==> src/rtl/ce_tile_dispatcher.sv <==
// ce_tile_dispatcher
//   Buffers TILE commands from the command decoder and feeds them to
//   compute_engine_modular one at a time. Each tile gets a single-cycle
//   o_tile_en pulse. The next tile is not started until i_tile_done arrives.
//   A tile is issued only when the downstream result FIFO has B*C free FP16
//   slots. This keeps the engine from ever stalling on almost-full.
//
//   Optional feature: define CE_DISPATCH_TIMEOUT_EN to add a BUSY watchdog.
//   The watchdog adds the sticky o_timeout port. When it fires, the tile is
//   abandoned and its credit is returned.
//
// Ports
//   i_clk, i_reset_n         clock, synchronous active-low reset
//   i_cmd_valid/o_cmd_ready  command handshake (ready = queue not full)
//   i_cmd_*                  command fields: addresses, B/C/V dims, flags
//                            {main_loop_over_left, right_man_4b, left_man_4b}
//   o_tile_en                1-cycle start pulse to the compute engine
//   o_left_addr..o_main_loop_over_left  tile parameters, held while in flight
//   i_tile_done              compute engine finished the current tile
//   i_result_pop             consumer removed one result FIFO entry
//   o_busy                   tile in progress or commands queued
//   o_cmd_err                1-cycle pulse: command dropped for bad dims
//   o_credit_used            result FIFO slots currently reserved
//   o_tiles_done             completed tile count (wraps)
//   o_timeout                (CE_DISPATCH_TIMEOUT_EN only) sticky watchdog flag
module ce_tile_dispatcher #(
  parameter int CMD_DEPTH      = 4,
  parameter int RES_FIFO_DEPTH = 512,
  parameter int TIMEOUT_CYCLES = 65536
) (
  input  logic        i_clk,
  input  logic        i_reset_n,
  input  logic        i_cmd_valid,
  output logic        o_cmd_ready,
  input  logic [15:0] i_cmd_left_addr,
  input  logic [15:0] i_cmd_right_addr,
  input  logic [7:0]  i_cmd_dim_b,
  input  logic [7:0]  i_cmd_dim_c,
  input  logic [7:0]  i_cmd_dim_v,
  input  logic [2:0]  i_cmd_flags,
  output logic        o_tile_en,
  output logic [15:0] o_left_addr,
  output logic [15:0] o_right_addr,
  output logic [7:0]  o_left_ugd_len,
  output logic [7:0]  o_right_ugd_len,
  output logic [7:0]  o_vec_len,
  output logic        o_left_man_4b,
  output logic        o_right_man_4b,
  output logic        o_main_loop_over_left,
  input  logic        i_tile_done,
  input  logic        i_result_pop,
  output logic        o_busy,
  output logic        o_cmd_err,
  output logic [15:0] o_credit_used,
`ifdef CE_DISPATCH_TIMEOUT_EN
  output logic        o_timeout,
`endif
  output logic [15:0] o_tiles_done
);

  localparam int PTR_W = $clog2(CMD_DEPTH);
  localparam int CNT_W = PTR_W + 1;
  localparam int ENT_W = 59;
  localparam logic [CNT_W-1:0] FULL_CNT = CNT_W'(CMD_DEPTH);
  localparam logic [16:0]      DEPTH17  = 17'(RES_FIFO_DEPTH);

  typedef enum logic [1:0] {S_IDLE, S_CHECK, S_BUSY} state_t;

  // Command queue
  logic [ENT_W-1:0] r_q_mem [CMD_DEPTH];
  logic [PTR_W-1:0] r_wr_ptr, r_rd_ptr;
  logic [CNT_W-1:0] r_count;
  logic             w_push, w_pop;
  logic [ENT_W-1:0] w_head;

  state_t      r_state;
  logic        r_tile_en, r_cmd_err;
  logic [15:0] r_left_addr, r_right_addr;
  logic [7:0]  r_dim_b, r_dim_c, r_dim_v;
  logic [2:0]  r_flags;
  logic [15:0] r_credit, r_tiles_done;

  logic [15:0] w_prod, w_sub, w_base, w_credit_nx;
  logic [16:0] w_room;
  logic        w_bad, w_fit, w_issue, w_timeout_hit;

  // Ready depends only on the stored count. A pop in the same cycle does
  // not open a slot until the next cycle.
  assign o_cmd_ready = (r_count != FULL_CNT);
  assign w_push      = i_cmd_valid && o_cmd_ready;
  assign w_pop       = (r_state == S_IDLE) && (r_count != '0);
  assign w_head      = r_q_mem[r_rd_ptr];

  always_ff @(posedge i_clk) begin
    if (w_push) begin
      r_q_mem[r_wr_ptr] <= {i_cmd_left_addr, i_cmd_right_addr, i_cmd_dim_b,
                            i_cmd_dim_c, i_cmd_dim_v, i_cmd_flags};
    end
  end

  always_ff @(posedge i_clk) begin
    if (!i_reset_n) begin
      r_wr_ptr <= '0;
      r_rd_ptr <= '0;
      r_count  <= '0;
    end else begin
      if (w_push) r_wr_ptr <= r_wr_ptr + PTR_W'(1);
      if (w_pop)  r_rd_ptr <= r_rd_ptr + PTR_W'(1);
      case ({w_push, w_pop})
        2'b10:   r_count <= r_count + CNT_W'(1);
        2'b01:   r_count <= r_count - CNT_W'(1);
        default: r_count <= r_count;
      endcase
    end
  end

  // Credit check on the loaded command. Credit never exceeds the FIFO
  // depth, so the free-space calculation cannot wrap.
  assign w_prod  = {8'd0, r_dim_b} * {8'd0, r_dim_c};
  assign w_room  = DEPTH17 - {1'b0, r_credit};
  assign w_bad   = (r_dim_b == 8'd0) || (r_dim_c == 8'd0) || (r_dim_v == 8'd0) ||
                   ({1'b0, w_prod} > DEPTH17);
  assign w_fit   = ({1'b0, w_prod} <= w_room);
  assign w_issue = (r_state == S_CHECK) && !w_bad && w_fit;

`ifdef CE_DISPATCH_TIMEOUT_EN
  logic [31:0] r_to_cnt;
  logic [15:0] r_prod;
  logic        r_timeout;
  assign w_timeout_hit = (r_state == S_BUSY) && !i_tile_done &&
                         (r_to_cnt == 32'(TIMEOUT_CYCLES - 1));
  assign w_sub         = w_timeout_hit ? r_prod : 16'd0;
  assign o_timeout     = r_timeout;

  always_ff @(posedge i_clk) begin
    if (!i_reset_n) begin
      r_to_cnt  <= '0;
      r_prod    <= '0;
      r_timeout <= 1'b0;
    end else begin
      if (w_issue) begin
        r_to_cnt <= '0;
        r_prod   <= w_prod;
      end else if (r_state == S_BUSY) begin
        r_to_cnt <= r_to_cnt + 32'd1;
      end
      if (w_timeout_hit) r_timeout <= 1'b1;
    end
  end
`else
  assign w_timeout_hit = 1'b0;
  assign w_sub         = 16'd0;
`endif

  // Issue, timeout refund and pop can land in the same cycle.
  // A pop is ignored only when there is no credit left to return.
  assign w_base      = r_credit + (w_issue ? w_prod : 16'd0) - w_sub;
  assign w_credit_nx = (i_result_pop && (w_base != 16'd0)) ? (w_base - 16'd1) : w_base;

  always_ff @(posedge i_clk) begin
    if (!i_reset_n) begin
      r_state      <= S_IDLE;
      r_tile_en    <= 1'b0;
      r_cmd_err    <= 1'b0;
      r_left_addr  <= '0;
      r_right_addr <= '0;
      r_dim_b      <= '0;
      r_dim_c      <= '0;
      r_dim_v      <= '0;
      r_flags      <= '0;
      r_credit     <= '0;
      r_tiles_done <= '0;
    end else begin
      r_tile_en <= 1'b0;
      r_cmd_err <= 1'b0;
      r_credit  <= w_credit_nx;
      case (r_state)
        S_IDLE: begin
          if (w_pop) begin
            {r_left_addr, r_right_addr, r_dim_b, r_dim_c, r_dim_v, r_flags} <= w_head;
            r_state <= S_CHECK;
          end
        end
        S_CHECK: begin
          if (w_bad) begin
            r_cmd_err <= 1'b1;
            r_state   <= S_IDLE;
          end else if (w_fit) begin
            r_tile_en <= 1'b1;
            r_state   <= S_BUSY;
          end
        end
        S_BUSY: begin
          if (i_tile_done) begin
            r_tiles_done <= r_tiles_done + 16'd1;
            r_state      <= S_IDLE;
          end else if (w_timeout_hit) begin
            r_state <= S_IDLE;
          end
        end
        default: r_state <= S_IDLE;
      endcase
    end
  end

  assign o_tile_en             = r_tile_en;
  assign o_cmd_err             = r_cmd_err;
  assign o_left_addr           = r_left_addr;
  assign o_right_addr          = r_right_addr;
  assign o_left_ugd_len        = r_dim_b;
  assign o_right_ugd_len       = r_dim_c;
  assign o_vec_len             = r_dim_v;
  assign o_left_man_4b         = r_flags[0];
  assign o_right_man_4b        = r_flags[1];
  assign o_main_loop_over_left = r_flags[2];
  assign o_credit_used         = r_credit;
  assign o_tiles_done          = r_tiles_done;
  assign o_busy                = (r_state != S_IDLE) || (r_count != '0);

endmodule

==> config.mk <==
export PLATFORM = sky130hd
export DESIGN_NAME = ce_tile_dispatcher
export DESIGN_NICKNAME = d
export VERILOG_FILES = /design/src/rtl/ce_tile_dispatcher.sv
export SDC_FILE = /design/constraint.sdc
export NUM_CORES = 1
export LEC_CHECK = 0
export CAP_MARGIN = 15
export CORE_MARGIN = 5
export CORE_UTILIZATION = 43
export DETAILED_ROUTE_END_ITERATION = 8
export GPL_TIMING_DRIVEN = 0
export PLACE_DENSITY = 0.61
export SLEW_MARGIN = 15
export SYNTH_ARGS = -nofsm -noshare
export SYNTH_HDL_FRONTEND = slang
export SYNTH_SLANG_ARGS = --single-unit
==> constraint.sdc <==
create_clock -name i_clk -period 18.2 [get_ports i_clk]
set_input_delay 5.46 -clock i_clk [delete_from_list [all_inputs] [get_ports i_clk]]
set_output_delay 5.46 -clock i_clk [all_outputs]
set_load 0.05 [all_outputs]
== Word-level counts from Yosys, hierarchy flattened ==
Memories as Yosys holds them, arrays and structs flattened. A register that Yosys moved wholly into a read port is not among the register bits.
Index checks and enable logic that the tools add are counted.
Widths: inputs -> output; s select.

* Memory bits (writable): 236
* Bits in registers: 43
* Memories kept: 1
* Logic and storage cells: 66
* Output and inout bits: 95
* Bits of input ports: 64

* Multiply operators: 1
* Add/sub/neg operators: 8
* Eq/ne operators: 8
* Order comparisons: 2
* Reductions and logical operators: 24
* Multiplexer cells: 12
* Bitwise operators: 2

{| class="wikitable"
|+ Memory list
! name !! depth !! width !! read ports !! clocked after Yosys merged registers in !! wr ports !! RTL line !! source
|-
| r_q_mem || 4 || 59 || 1 || 1 || 1 || 70 || <nowiki>logic [ENT_W-1:0] r_q_mem [CMD_DEPTH];</nowiki>
|}

{| class="wikitable"
|+ Operators with widths
! cell !! count
|-
| $mux 16 || 2
|-
| $logic_not 8->1 || 3
|-
| $le 16x17->1 || 1
|-
| $sub 10x16->17 const A || 1
|-
| $add 16x1->16 const B || 1
|-
| $add 16x16->16 || 1
|-
| $gt 16x10->1 const B || 1
|-
| $mul 8x8->16 || 1
|-
| $reduce_bool 16->1 || 1
|-
| $sub 16x1->16 const B || 1
|-
| $mux 2 || 4
|-
| $ne 3x3->1 const B || 2
|-
| $pmux 2 s3 || 1
|-
| $pmux 3 s2 || 1
|-
| $reduce_and 2->1 || 3
|-
| $logic_and 1x1->1 || 5
|-
| $add 2x1->2 const B || 2
|-
| $eq 2x1->1 const B || 2
|-
| $eq 2x2->1 const B || 2
|-
| $logic_or 1x1->1 || 4
|-
| $mux 1 || 4
|-
| $ne 2x2->1 const B || 2
|-
| $reduce_bool 2->1 || 2
|-
| $add 3x1->3 const B || 1
|-
| 7 further kinds || 9
|}

== Longest topological paths before layout ==
* Word-level depth: 12
* Gate-level depth with buffers: 37
* Depth with buffers taken out: 33

== Worst setup path before layout ==
OpenSTA, ideal clock, no wires.

* Path type: reg-to-reg
* Start point: register r_dim_c[6] (netlist: o_right_ugd_len[6])
* End point: register r_credit[1] (netlist: o_credit_used[1])
* Setup time: 0.095 ns
* Stages on the path, launching flop included: 35
* Period minus slack after synthesis: 8.897 ns
* Buffers on the path: 3
* Data arrival time: 8.802 ns
* Required time: 18.105 ns
* Slack: 9.303 ns
* Cell sequence: dfxtp_1 clkbuf_1 and2_1 fa_1 fa_1 fa_1 inv_1 fa_1 inv_1 ha_1 o21a_1 o21a_1 or3_1 o311a_1 and2_1 ha_1 a21o_1 a2111oi_0 o21ai_0 and4b_1 nand3b_1 clkbuf_1 nor2_1 ha_1 inv_1 fa_1 nand2b_1 a211oi_4 o2111ai_2 nor2_1 a211oi_1 or4_1 buf_2 or3_1 a221oi_1

* Longest elaborated chain between the ends: 12
* Elaborated cells on any way between the ends: 16
* Those cells by class: 2 x add/sub; 1 x mul; 2 x order compare; 2 x mux; 9 x reduce/logical

{| class="wikitable"
|+ RTL lines
! item !! RTL line !! source
|-
| start, declared || 79 || <nowiki>logic [7:0] r_dim_b, r_dim_c, r_dim_v;</nowiki>
|-
| start signal, assigned || 180 || <nowiki>{r_left_addr, r_right_addr, r_dim_b, r_dim_c, r_dim_v, r_flags} <= w_head;</nowiki>
|-
| branches (longest 7 deep; another with $mul 8x8->16) || -- ||
|-
| $mux 16 * || 157 || <nowiki>assign w_base = r_credit + (w_issue ? w_prod : 16'd0) - w_sub;</nowiki>
|-
| $add 16x16->16 * || 157 ||
|-
| branches (longest 2 deep; another with $sub 16x1->16) || -- ||
|-
| $mux 16 * || 158 || <nowiki>assign w_credit_nx = (i_result_pop && (w_base != 16'd0)) ? (w_base - 16'd1) : w_base;</nowiki>
|-
| end signal, assigned || 176 || <nowiki>r_credit <= w_credit_nx;</nowiki>
|-
| end, declared || 81 || <nowiki>logic [15:0] r_credit, r_tiles_done;</nowiki>
|}

Mark *: on every way between the ends.
A chain may end at the register's enable or synchronous reset.

== Worst setup path after layout ==
* Start point: register r_dim_b[5] (netlist: o_left_ugd_len[5])
* End point: register r_credit[1] (netlist: o_credit_used[1])

* Longest elaborated chain between the ends: 12
* Elaborated cells on any way between the ends: 16
* Those cells by class: 2 x add/sub; 1 x mul; 2 x order compare; 2 x mux; 9 x reduce/logical

{| class="wikitable"
|+ RTL lines
! item !! RTL line
|-
| start, declared || 79
|-
| start signal, assigned || 180
|-
| branches (longest 7 deep; another with $mul 8x8->16) || --
|-
| $mux 16 * || 157
|-
| $add 16x16->16 * || 157
|-
| branches (longest 2 deep; another with $sub 16x1->16) || --
|-
| $mux 16 * || 158
|}

Marked as above.

==> impl_results.md <==
* Status: finished, final reports clean
* RSZ-0062 raised after global routing: false
* Commonest non-fill, non-tap cell in the layout: edfxtp_1
* First-pass GRT wire length at 60900 um
* Syn avg cell area at 12.6 um^2
* Post-route setup TNS at 0 ps
* Power Density at 161 nW/um^2
* Total die area at approximately 42000 um^2
* Post-CTS setup buffer count at 0
* Post-CTS Resized at 0
* Core area at 37600 um^2
* Startpoint Class: flip-flop
* Via density at 5.25
* Die Height at 205 um
* H-Tree Depth at 2
* Crit path from: o_left_ugd_len[5]$_SDFFE_PN0P_
* Rows at 71
* Grt ovf at 0
* Warning count from the yosys run at 0
* Register area share after synthesis at 55.8%
* Max-slew headroom at 37.9%
* RD Place Congestion at 0.849
* CP Max Fanout at 10
* Vias in the first global route at 11.2k
* Clk slew on worst S/H paths at 60 ps
* Main combinational cell family by area after synthesis: simple AND/OR/NAND/NOR gates
* Hold Startpoint: o_left_addr[7]$_SDFFE_PN0P_
* WL final at approximately 38000 um
* Final min period at 9820 ps
* Die W at 205 um
* Final setup viols at 0
* CP Data Arrival Time at 10240 ps
* Cell mode on critical path: fa_1
* Iteration-0 DRC Markers at 535
* Largest net degree at the start of global routing at 42
* Area Overhead vs Synth at 21.4%
* Worst Max-Slew Pin Slew at 931 ps
* Max-slew violations at 0
* Placed cells at 1977
* WL per Instance at 18.8 um
* Hold Path Class: flip-flop to flip-flop
* Final core utilization at 52.8%
* Final std cells w/o fill at 2046
* Layout Skew at ~21 ps
* Clock root buffer: clkbuf_16
* Hpwl dp at 27000 um
* CTS tree: done
* Element type at the critical path end: flip-flop
* TritonCTS Sinks at 338
* Pre-CTS setup slack at between 8000 and 9000 ps
* Biggest cell delay along the critical path at 540 ps
* Final Hold Viols at 0
* Most frequent cells in the layout: 236 x edfxtp_1, 169 x nand2_1, 157 x clkdlybuf4s50_1
* Initial antenna violation count at 4
* PnR worst setup slack at 8380 ps
* Fmax at 102 MHz
* Share of layout cells above drive strength 1 at roughly 9.1%
* Synth Area in Simple Gates at 12.3%
* RR Startpoint: o_left_ugd_len[5]$_SDFFE_PN0P_
* WS Path Type: flip-flop to flip-flop
* Post-synth EDFFs at 236
* Worst EP required at 18630 ps
* Ys flop type: edfxtp_1
* Mapped Area at 16300 um^2
* Clock Latency Late Sink at about 530 ps
* Adder-Cell Fraction of Synth Area at 10.4%
* DRT Pass-1 Iters at 4
* GRT Resource Usage Total at between 15 and 20%
* Final period utilization at roughly 54%
* CTS Buf Count at 36
* Xor/xnor cell area share of the yosys netlist at under 10%
* Initial Utilization at a little over two fifths
* Worst-case clock buffer depth at 3
* Mux share of post-synthesis cell area at 8.43%
* LEAKAGE at 0.00731 uW
* ANT nets after route at 0
* Register bit total from synthesis at 338
* Peak VDD IR at 102 uV
* Nets at ~1.7k
* Compound-gate portion of the synthesized area at under 10%
* CP max stage cell: fa_1
* DRC viols at 0
* Post-synthesis cell count at ~1.3k
* DR vias at 10.7k
* I/O Buffers at 157
* Post-synthesis cell type count at 70
* Hold-fix buffers, CTS at 0
* Async set or reset register ratio after synthesis at 0%
* I/O pins at 159
* Max_cap viols at 0
-- layer usage --
metal  global-route usage, %  routed length (um)  vias up
li1                        -                   -     5145
met1                    23.6               16500     5336
met2                    31.6               18900      209
met3                    4.53                2260       51
met4                    4.74                 736        4
met5                       0                  27        -
-- worst paths after layout --
kind                                               endpoint  slack [ps]  cells after the start
worst min register to register  o_left_addr[7]$_SDFFE_PN0P_         460                      2
worst max register to register  o_credit_used[1]$_SDFF_PN0_        8380                     35
worst max-delay path            o_credit_used[1]$_SDFF_PN0_        8380                     35
worst min-delay path            o_left_addr[7]$_SDFFE_PN0P_         460                      2
-- worst max-delay path, delay by kind of cell, from the launching register on --
family | cells | cell delay, ps
compound gates | 9 | 2200
fa+ha+maj | 8 | 3240
buf+inv | 7 | 1390
flops | 1 | 330
simple gates | 11 | 2520
-- power by group --
part	switching (uW)	leakage [uW]	internal, uW
registers	125	0.00300	966
logic	898	0.00376	501
clock network	292	0.000554	411
-- Yosys cell counts (4+ instances only) --
library cell	number	area, um^2
buf_2	4	20.0
and3_1	12	75.1
nor4_1	13	81.3
o211ai_1	9	67.6
nand2_1	169	634
o21a_1	5	37.5
a21oi_1	100	500
clkbuf_1	36	135
xnor2_1	19	166
and4_1	4	35.0
buf_1	15	56.3
nand4_1	10	62.6
o21ai_0	24	120
dfxtp_1	102	2040
and2_1	57	357
nand2b_1	7	43.8
fa_1	38	761
mux2i_1	5	50.1
mux4_2	59	1330
nor3_1	13	65.1
xor2_1	28	245
a211oi_1	9	67.6
ha_1	75	938
inv_1	73	274
a21o_1	10	75.1
edfxtp_1	236	7090
nand3_1	18	90.1
nor2_1	68	255
or3_1	13	81.3
or2_2	5	31.3
o22ai_1	4	25.0
-- state kept, by name, indices dropped and copies added, names as in the netlist, 3 cells and up --
signal and flops:
o_right_ugd_len 8, o_tiles_done 16, r_q_mem 236, r_count 3, o_vec_len 8, r_flags 3, o_right_addr 16, o_left_addr 16
o_left_ugd_len 8, o_credit_used 16
-- kinds of logic (layout without fill, tap and decap cells) --
| group | after synthesis | count (layout) |
|---|---|---|
| xor gates and xnor gates | 47 | 47 |
| AOI/OAI and AO/OA | 195 | 195 |
| muxes | 64 | 64 |
| other | 1 | 8 |
| buffers and inverters | 130 | 357 |
| and+or+nand+nor | 413 | 413 |
| DFF | 338 | 338 |
| adders and majority gates | 113 | 113 |
-- per-stage QoR --
step / area (um^2) / hold WS (ps) / total power (uW)
2_1_floorplan: 16400 / 469 / 2040
3_3_place_gp: 18600 / 444 / 2490
3_5_place_dp: 18700 / 450 / 2510
4_1_cts: 19800 / 459 / 3230
5_1_grt: 19800 / 478 / 3400
6_report: 19800 / 456 / 3190
-- area by class of cell --
class | instances | area, um^2
multi-input combinational | 837 | 6760
timing repair buffer | 161 | 1670
antenna | 3 | 7.51
buffer | 55 | 211
fill | 3241 | 17700
clock inverter | 14 | 110
clock buffer | 52 | 1030
tap | 511 | 639
inverter | 75 | 282
sequential | 338 | 9130
Note: power is estimated with default switching activity, not from simulation.
